$ cat src/rtl/ioctl_loader.sv
// ioctl_loader: buffers host download bytes (ROM or RAM image) in a small
// FIFO and replays them as req/ack memory writes, with download status.
// Ports: clk_48, reset (async, active-high); ioctl_download/wr/addr/dout/
// index from host, ioctl_wait back-pressure; mem_req/sel/addr/data out,
// mem_ack in; busy, done pulse, byte_count, checksum, sticky overflow.
module ioctl_loader #(
   parameter int unsigned FIFO_DEPTH = 4,
   parameter logic [7:0]  ROM_INDEX  = 8'h00,
   parameter logic [7:0]  RAM_INDEX  = 8'h01,
   parameter logic [16:0] ROM_SIZE   = 17'h08000,
   parameter logic [15:0] RAM_BASE   = 16'h8000
) (
   input  logic        clk_48,
   input  logic        reset,
   input  logic        ioctl_download,
   input  logic        ioctl_wr,
   input  logic [24:0] ioctl_addr,
   input  logic [7:0]  ioctl_dout,
   input  logic [7:0]  ioctl_index,
   output logic        ioctl_wait,
   output logic        mem_req,
   output logic        mem_sel,
   output logic [15:0] mem_addr,
   output logic [7:0]  mem_data,
   input  logic        mem_ack,
   output logic        busy,
   output logic        done,
   output logic [15:0] byte_count,
   output logic [7:0]  checksum,
   output logic        overflow
);

   localparam int AW = $clog2(FIFO_DEPTH);
   localparam int CW = AW + 1;

   typedef struct packed {
      logic        sel;
      logic [15:0] addr;
      logic [7:0]  data;
   } entry_t;

   typedef enum logic [1:0] {W_IDLE, W_REQ, W_GAP} wstate_t;
   typedef enum logic [1:0] {C_IDLE, C_LOAD, C_DRAIN} cstate_t;

   wstate_t       wstate_q, wstate_d;
   cstate_t       cstate_q, cstate_d;
   entry_t        fifo_q [FIFO_DEPTH];
   entry_t        new_e;
   entry_t        out_q, out_d;
   logic [AW-1:0] wr_ptr_q, wr_ptr_d;
   logic [AW-1:0] rd_ptr_q, rd_ptr_d;
   logic [CW-1:0] count_q, count_d;
   logic          dl_prev_q;
   logic          wait_q, wait_d;
   logic          overflow_q, overflow_d;
   logic [15:0]   byte_count_q, byte_count_d;
   logic [7:0]    checksum_q, checksum_d;

   logic rise, idx_rom, idx_ram, strobe, in_range, keep;
   logic full, empty, push, pop, load_out, done_c;

   // Host side: acceptance, entry formation, status counters
   always_comb begin
      rise     = ioctl_download & ~dl_prev_q;
      idx_rom  = (ioctl_index == ROM_INDEX);
      idx_ram  = (ioctl_index == RAM_INDEX);
      // bytes count only inside a recognised window (or its opening cycle)
      strobe   = ioctl_download & ioctl_wr & (idx_rom | idx_ram)
                 & (rise | (cstate_q == C_LOAD));
      in_range = (ioctl_addr < {8'd0, ROM_SIZE});
      keep     = strobe & (~idx_rom | in_range);
      full     = (count_q == CW'(FIFO_DEPTH));
      empty    = (count_q == '0);
      push     = keep & ~full;

      new_e.sel  = ~idx_rom;
      new_e.addr = idx_rom ? ioctl_addr[15:0]
                           : RAM_BASE + ioctl_addr[15:0];
      new_e.data = ioctl_dout;

      byte_count_d = rise ? 16'd0 : byte_count_q;
      checksum_d   = rise ? 8'd0 : checksum_q;
      overflow_d   = ~rise & overflow_q;
      if (push) begin
         if (byte_count_d != 16'hFFFF) begin
            byte_count_d = byte_count_d + 16'd1;
         end
         checksum_d = checksum_d + ioctl_dout;
      end
      if (keep & full) begin
         overflow_d = 1'b1;
      end
   end

   // Write FSM: present head, hold until ack, then one idle gap cycle
   always_comb begin
      wstate_d = wstate_q;
      pop      = 1'b0;
      load_out = 1'b0;
      case (wstate_q)
         W_IDLE: begin
            if (!empty) begin
               wstate_d = W_REQ;
               load_out = 1'b1;
            end
         end
         W_REQ: begin
            if (mem_ack) begin
               pop      = 1'b1;
               wstate_d = W_GAP;
            end
         end
         W_GAP: begin
            if (!empty) begin
               wstate_d = W_REQ;
               load_out = 1'b1;
            end else begin
               wstate_d = W_IDLE;
            end
         end
         default: wstate_d = W_IDLE;
      endcase
   end

   // Pointer and occupancy bookkeeping
   always_comb begin
      wr_ptr_d = wr_ptr_q + AW'(push);
      rd_ptr_d = rd_ptr_q + AW'(pop);
      count_d  = count_q + CW'(push) - CW'(pop);
      wait_d   = (count_d >= CW'(FIFO_DEPTH - 1));
      out_d    = load_out ? fifo_q[rd_ptr_q] : out_q;
   end

   // Control FSM: window open, then drain until writer is quiet
   always_comb begin
      cstate_d = cstate_q;
      done_c   = 1'b0;
      case (cstate_q)
         C_IDLE: begin
            if (rise) cstate_d = C_LOAD;
         end
         C_LOAD: begin
            if (!ioctl_download) cstate_d = C_DRAIN;
         end
         C_DRAIN: begin
            if (rise) begin
               cstate_d = C_LOAD;
            end else if (empty && (wstate_q == W_IDLE)) begin
               cstate_d = C_IDLE;
               done_c   = 1'b1;
            end
         end
         default: cstate_d = C_IDLE;
      endcase
   end

   always_ff @(posedge clk_48 or posedge reset) begin
      if (reset) begin
         wstate_q     <= W_IDLE;
         cstate_q     <= C_IDLE;
         out_q        <= '0;
         wr_ptr_q     <= '0;
         rd_ptr_q     <= '0;
         count_q      <= '0;
         // a download already high at release must not look like an edge
         dl_prev_q    <= 1'b1;
         wait_q       <= 1'b0;
         overflow_q   <= 1'b0;
         byte_count_q <= '0;
         checksum_q   <= '0;
      end else begin
         wstate_q     <= wstate_d;
         cstate_q     <= cstate_d;
         out_q        <= out_d;
         wr_ptr_q     <= wr_ptr_d;
         rd_ptr_q     <= rd_ptr_d;
         count_q      <= count_d;
         dl_prev_q    <= ioctl_download;
         wait_q       <= wait_d;
         overflow_q   <= overflow_d;
         byte_count_q <= byte_count_d;
         checksum_q   <= checksum_d;
      end
   end

   // Storage needs no reset: pointers and count define validity
   always_ff @(posedge clk_48) begin
      if (push) begin
         fifo_q[wr_ptr_q] <= new_e;
      end
   end

   assign ioctl_wait = wait_q;
   assign mem_req    = (wstate_q == W_REQ);
   assign mem_sel    = out_q.sel;
   assign mem_addr   = out_q.addr;
   assign mem_data   = out_q.data;
   assign busy       = (cstate_q != C_IDLE);
   assign done       = done_c;
   assign byte_count = byte_count_q;
   assign checksum   = checksum_q;
   assign overflow   = overflow_q;

endmodule

$ cat config.mk
export PLATFORM = sky130hd
export DESIGN_NAME = ioctl_loader
export DESIGN_NICKNAME = d
export VERILOG_FILES = /design/src/rtl/ioctl_loader.sv
export SDC_FILE = /design/constraint.sdc
export NUM_CORES = 1
export LEC_CHECK = 0
export CAP_MARGIN = 10
export CORE_ASPECT_RATIO = 1.4
export CORE_MARGIN = 10
export CORE_UTILIZATION = 50
export CTS_BUF_LIST = sky130_fd_sc_hd__clkbuf_4 sky130_fd_sc_hd__clkbuf_8
export DETAILED_ROUTE_END_ITERATION = 10
export GPL_TIMING_DRIVEN = 0
export PLACE_DENSITY = 0.74
export REMOVE_ABC_BUFFERS = 1
export SETUP_SLACK_MARGIN = 0.2
export SYNTH_ARGS = -nofsm -noshare
export SYNTH_HDL_FRONTEND = slang
export SYNTH_SLANG_ARGS = --single-unit
$ cat constraint.sdc
create_clock -name clk_48 -period 4.82 [get_ports clk_48]
set_input_delay 0.964 -clock clk_48 [delete_from_list [all_inputs] [get_ports clk_48]]
set_output_delay 0.964 -clock clk_48 [all_outputs]
set_load 0.1 [all_outputs]
==> flow_summary.ini, run 1 <==
[logic_synthesis]
avgSynthCellArea_um2 = 15.79
yosys_warnings = 0
synth_top_area_share_pct = 43.92
yosysSeqAreaShare_pct = 67.00
syn_area_um2 = 6837
synth_top_cell_by_area = edfxtp_1
synth_ff_type = edfxtp_1
synth_async_sr_flop_share_pct = 38.65
ys_ff_latch = 163
synth_edf_count = 100
synth_area_leaders = edfxtp_1 44%, dfrtp_1 23%, mux4_2 8.2%, mux2_2 4.4%, ha_1 2.2%
syn_inst = 433
ys_types = 53

[timing]
rsz0062_at_grt = false
fmax_ghz = 0.2433
tightest_slew_ns = 1.265
min_period_over_period_pct = 85.29
maxSlewViolCount = 0
maxSlewHeadroom_pct = 15.69
clock_skew_ns = 0.01569
fin_crit_ns = 4.111
whs_ns = 0.5069
hold_viol = 0
setup_viol = 0
setup_tns_ns = 0

[floorplan]
start_util_pct = 51.07
core-area_um2 = 13390
fp.dieW_um = 118.8
chipHeight_um = 158.4
pin_count = 100
row_count = 50
dieArea_um2 = 18820

[global_route]
grt_pass1_wl_um = 23050
antenna_found_initial = 0
grt_usage_pct = 15.52
grt_max_degree = 64
grt-ovfl-total = 0
grt_pass1_vias = 4427

[power]
switching_share_pct = 41.50
clkPwrFrac_pct = 19.6
powerDensity_nw_per_um2 = 537.4
pwr-share-comb_pct = 41.0
p_int_w = 0.002662
irDropWorstVdd_mv = 0.2992
p_switching_w = 0.001888
p_total_w = 0.004550
pwr-share-seq_pct = 39.4
static-leakage-power_nw = 3.153

[detailed_routing]
drc = 0
final_antenna_net_count = 0
drt-initial-drc-count = 243
routedWlPerCell_um = 19.20
routed_wl_um = 14090
drt-vias-per-instance = 5.486
drt_first_pass_iters = 4
routed-via-count = 4027

[clock_tree]
htreeDepth = 4
cts_setup_buffers = 0
clk_pin_slew_ns = 0.09
clk_latency_ns = 0.44
clock-root-buffer = clkbuf_8
cts_tree = done
cts_buffers = 17
clock-sinks = 163
ctsHoldBuffers = 0
clockBufferDepth = 2

[final_layout]
final_cell_mix = 100 x edfxtp_1, 98 x clkdlybuf4s50_1, 61 x dfrtp_1
final_nets = 599
drive_gt1_share_pct = 18.48
antenna_cells = 0
syn_to_final_growth_pct = 23.83
layout.cells.most_common = edfxtp_1
fillers = 1026

[critical_path]
path_max_fanout = 35
start_kind = input port
critPathKind = in2out
r2r_setup_slack_ns = 1.37
worstPathArrival_ns = 3.15
required_ns = 3.86
worst_setup_path_end_kind = output pin

[flow_run]
drv_cap = 0

[placed_design]
io_buffers = 99
dp_hpwl_um = 9722
gp_congestion = 0.9126

[run_status]
status = completed

[worst_hold_path]
hold_class = reg2reg
==> state kept, by name (all words and copies together), names as in the netlist <==
| signal | count |
|---|---|
| fifo_q | 100 |
| byte_count | 16 |
| mem_addr | 16 |
| checksum | 8 |
| mem_data | 8 |
| count_q | 3 |
| cstate_q | 2 |
| rd_ptr_q | 2 |
| wr_ptr_q | 2 |
| wstate_q | 2 |
| dl_prev_q | 1 |
| ioctl_wait | 1 |
| mem_sel | 1 |
| overflow | 1 |
==> power groups by stage <==
stage	clock [W]	sequential [W]	combinational (W)
final	0.000893	0.00179	0.00187
after global routing	0.000988	0.00182	0.00196
after global placement	0	0.00187	0.00180
after CTS	0.000917	0.00179	0.00189
after floorplan	0	0.00263	0.000587
after detailed placement	0	0.00183	0.00189
==> layout make-up <==
class                           count  area (um^2)  area share, %
Tap cell                          182        227.7          2.690
Clock buffer                       18        241.5          2.853
Inverter                           17        66.31         0.7833
Sequential cell                   163         4582          54.12
Timing Repair Buffer              105         1086          12.83
Clock inverter                     14        118.9          1.404
Multi-Input combinational cell    235         2143          25.32
==> cells by family after synthesis <==
group	after synthesis	synth area share (%)
AOI/OAI and AO/OA	35	3.789
xor gates and xnor gates	13	1.665
adders and majority gates	14	2.782
buffers and inverters	35	2.050
DFF	163	67.00
muxes	58	13.56
and+or+nand+nor	115	9.151
==> through the flow <==
stage / std cells / instance area, um^2 / setup slack [ns] / util (%)
detailed placement: 702 / 8100 / -0.1988 / 60.50
global placement: 696 / 7979 / -1.747 / 59.60
floorplan: 415 / 6760 / -0.6686 / -
finish: 734 / 8466 / 0.7091 / 63.23
global route: 734 / 8466 / 0.4515 / 63.23
CTS: 734 / 8463 / 0.2412 / 63.21
==> worst paths after layout <==
check,startpoint,endpoint,depth (start not counted)
setup / recovery,ioctl_download,done,5
min in group asynchronous,reset,mem_addr[5],2
hold reg to reg,overflow,overflow,1
max in group asynchronous,reset,rd_ptr_q[0],2
hold / removal,overflow,overflow,1
setup reg to reg,count_q[1],fifo_q[3][18],5
==> per-layer routing <==
metal	up-vias	wire, um	part of all wire, %	GRT usage [%]
li1	1859	-	-	-
met1	2052	5458	39	17.32
met2	99	7669	54	27.46
met3	17	801	5.7	5.672
met4	0	165	1.2	4.198
met5	-	0	0	0
==> synthesized netlist by cell type, drive strengths merged (8+ instances only) <==
cell / number
clkbuf: 11
mux2: 27
nor2: 11
edfxtp: 100
inv: 16
xor2: 9
mux4: 25
nand3: 11
nand2: 30
ha: 12
dfrtp: 62
nor4: 8
and2: 13
==> critical path: stages <==
cell and delay, ns:
clkdlybuf4s50_1 0.50, nand2b_2 0.52, nand3b_1 0.17, nor4_1 0.20
dlymetal6s2s_1 0.79
==> repair_timing <==
action                     CTS  global route
gates resized for setup      1             1
pin swaps                    0             0
gates cloned                 0             0
setup endpoints to repair    1             1
No activity file was read; power rests on OpenSTA's default activity.
==> run 2, diff against run 1 <==
- CORE_MARGIN: 10 -> 8
- CORE_UTILIZATION: 50 -> 51
- PLACE_DENSITY: 0.74 -> 0.76
- SETUP_SLACK_MARGIN: 0.2 -> 0.4
==> run 2 against run 1 <==
  * Global-route usage grew 1.4 points
  * First-iteration DRC count shrank 5.8%
  * Hold slack gained 0.0045 ns
  * Maximum frequency shrank 3.4%
  * Sequential share of layout area shrank 0.20 points
  * Sequential power is essentially flat
  * Design area grew 0.37%
  * Via count grew 1.2%
  * Clock power shrank 2%
  * Largest cell class unchanged
  * Highest routed layer unchanged
==> flow_summary.ini, run 2 (synthesis gave the netlist of run 1 again) <==
[run_status]
status = completed

[timing]
fmax_ghz = 0.2350
hold_viol = 0
fin_crit_ns = 4.256
min_period_over_period_pct = 88.30
rsz0062_at_grt = false
setup_viol = 0
tightest_slew_ns = 1.015
clock_skew_ns = 0.01424
worst_slack_ns = 0.5639
setup_tns_ns = 0
maxSlewHeadroom_pct = 32.15
maxSlewViolCount = 0

[floorplan]
dieArea_um2 = 17420
fp.dieW_um = 113.9
pin_count = 100
core-area_um2 = 13260
row_count = 50
start_util_pct = 51.55
chipHeight_um = 153.0

[global_route]
grt_usage_pct = 16.95
use_met2_pct = 29.83
grt-ovfl-total = 0
grt_max_degree = 64
met3_usage_pct = 4.968
met1_usage_pct = 18.82
grt_pass1_wl_um = 22790
grt_pass1_vias = 4487
antenna_found_initial = 0
top_usage_layer = met2

[final_layout]
final_nets = 600
layout.cells.most_common = edfxtp_1
syn_to_final_growth_pct = 24.29
fin_area_um2 = 8497
top_register = fifo_q
post-route-util_pct = 64.07
antenna_cells = 0
final_cell_mix = 100 x edfxtp_1, 98 x clkdlybuf4s50_1, 61 x dfrtp_1
largest_reg_flops = 100
drive_gt1_share_pct = 18.63

[placed_design]
place_area_um2 = 8110
io_buffers = 99
dp_hpwl_um = 9558
dp_slack_ns = -0.2096
gp_congestion = 0.8060

[critical_path]
start_kind = input port
path_max_fanout = 35
worst_setup_path_end_kind = output pin
required_ns = 3.86
worstPathArrival_ns = 3.29
critPathKind = in2out

[detailed_routing]
routedWlPerCell_um = 19.06
drt_first_pass_iters = 4
drc = 0
drt-initial-drc-count = 229
routed-via-count = 4074
final_antenna_net_count = 0
drt-vias-per-instance = 5.543
routed_wl_um = 14010

[clock_tree]
ctsHoldBuffers = 0
clk_pin_slew_ns = 0.09
clk_latency_ns = 0.43
clock-root-buffer = clkbuf_8
cts_buffers = 17
htreeDepth = 4
clock-sinks = 163
cts_tree = done
clockBufferDepth = 2

[worst_hold_path]
hold_class = reg2reg

[power]
powerDensity_nw_per_um2 = 536.1
static-leakage-power_nw = 3.145
p_total_w = 0.004555
irDropWorstVdd_mv = 0.3000

[flow_run]
drv_cap = 0
run 2: report_power, final:
part           leakage, nW  switching (W)  total (W)  internal, W
Clock                0.165       0.000496   0.000878     0.000382
Combinational         1.27        0.00123    0.00190     0.000670
Sequential            1.71       0.000140    0.00178      0.00164
Total                 3.15        0.00187    0.00456      0.00269
run 2: layer usage:
| metal | wire [um] | part of all wire, % |
|---|---|---|
| met2 | 7409 | 53 |
| met4 | 212 | 1.5 |
| met3 | 854 | 6.1 |
| met5 | 0 | 0 |
| met1 | 5530 | 39 |
run 2: area by class of cell:
class / instances / area (um^2)
Clock inverter: 13 / 102.6
Sequential cell: 163 / 4582
Tap cell: 182 / 227.7
Inverter: 17 / 66.31
Multi-Input combinational cell: 235 / 2143
Clock buffer: 19 / 255.2
Fill cell: 981 / 4766
Timing Repair Buffer: 106 / 1120
run 2: worst max-delay path, stage by stage:
cell and delay, ns:
clkdlybuf4s50_1 0.50, nand2b_2 0.53, nand3b_1 0.19, nor4_1 0.21
dlygate4sd2_1 0.89
run 2: what timing repair did:
action	in CTS	in global routing
setup buffers	0	0
gates resized for setup	2	0
endpoints found under the setup margin	1	0
run 2: final timing paths:
path                       cells after the start      endpoint      startpoint  slack [ns]
setup / recovery                               5          done  ioctl_download        0.56
hold / removal                                 1   mem_data[2]     mem_data[2]        0.51
setup reg to reg                               5  fifo_q[3][4]      count_q[1]        1.25
hold reg to reg                                1   mem_data[2]     mem_data[2]        0.51
max in group asynchronous                      2   rd_ptr_q[0]           reset        3.18
min in group asynchronous                      2   mem_addr[8]           reset        1.06
run 2: through the flow:
step | cells | hold WS, ns
after floorplan | 415 | 0.4873
after global placement | 696 | 0.4766
after detailed placement | 702 | 0.4951
after CTS | 734 | 0.5162
after global routing | 735 | 0.5319
final | 735 | 0.5114
==> run 3, diff against run 2 <==
- CTS_CLUSTER_DIAMETER: unset -> 50
==> results of run 3 <==
The final DEF is identical to that of run 2; final timing and power are the same.
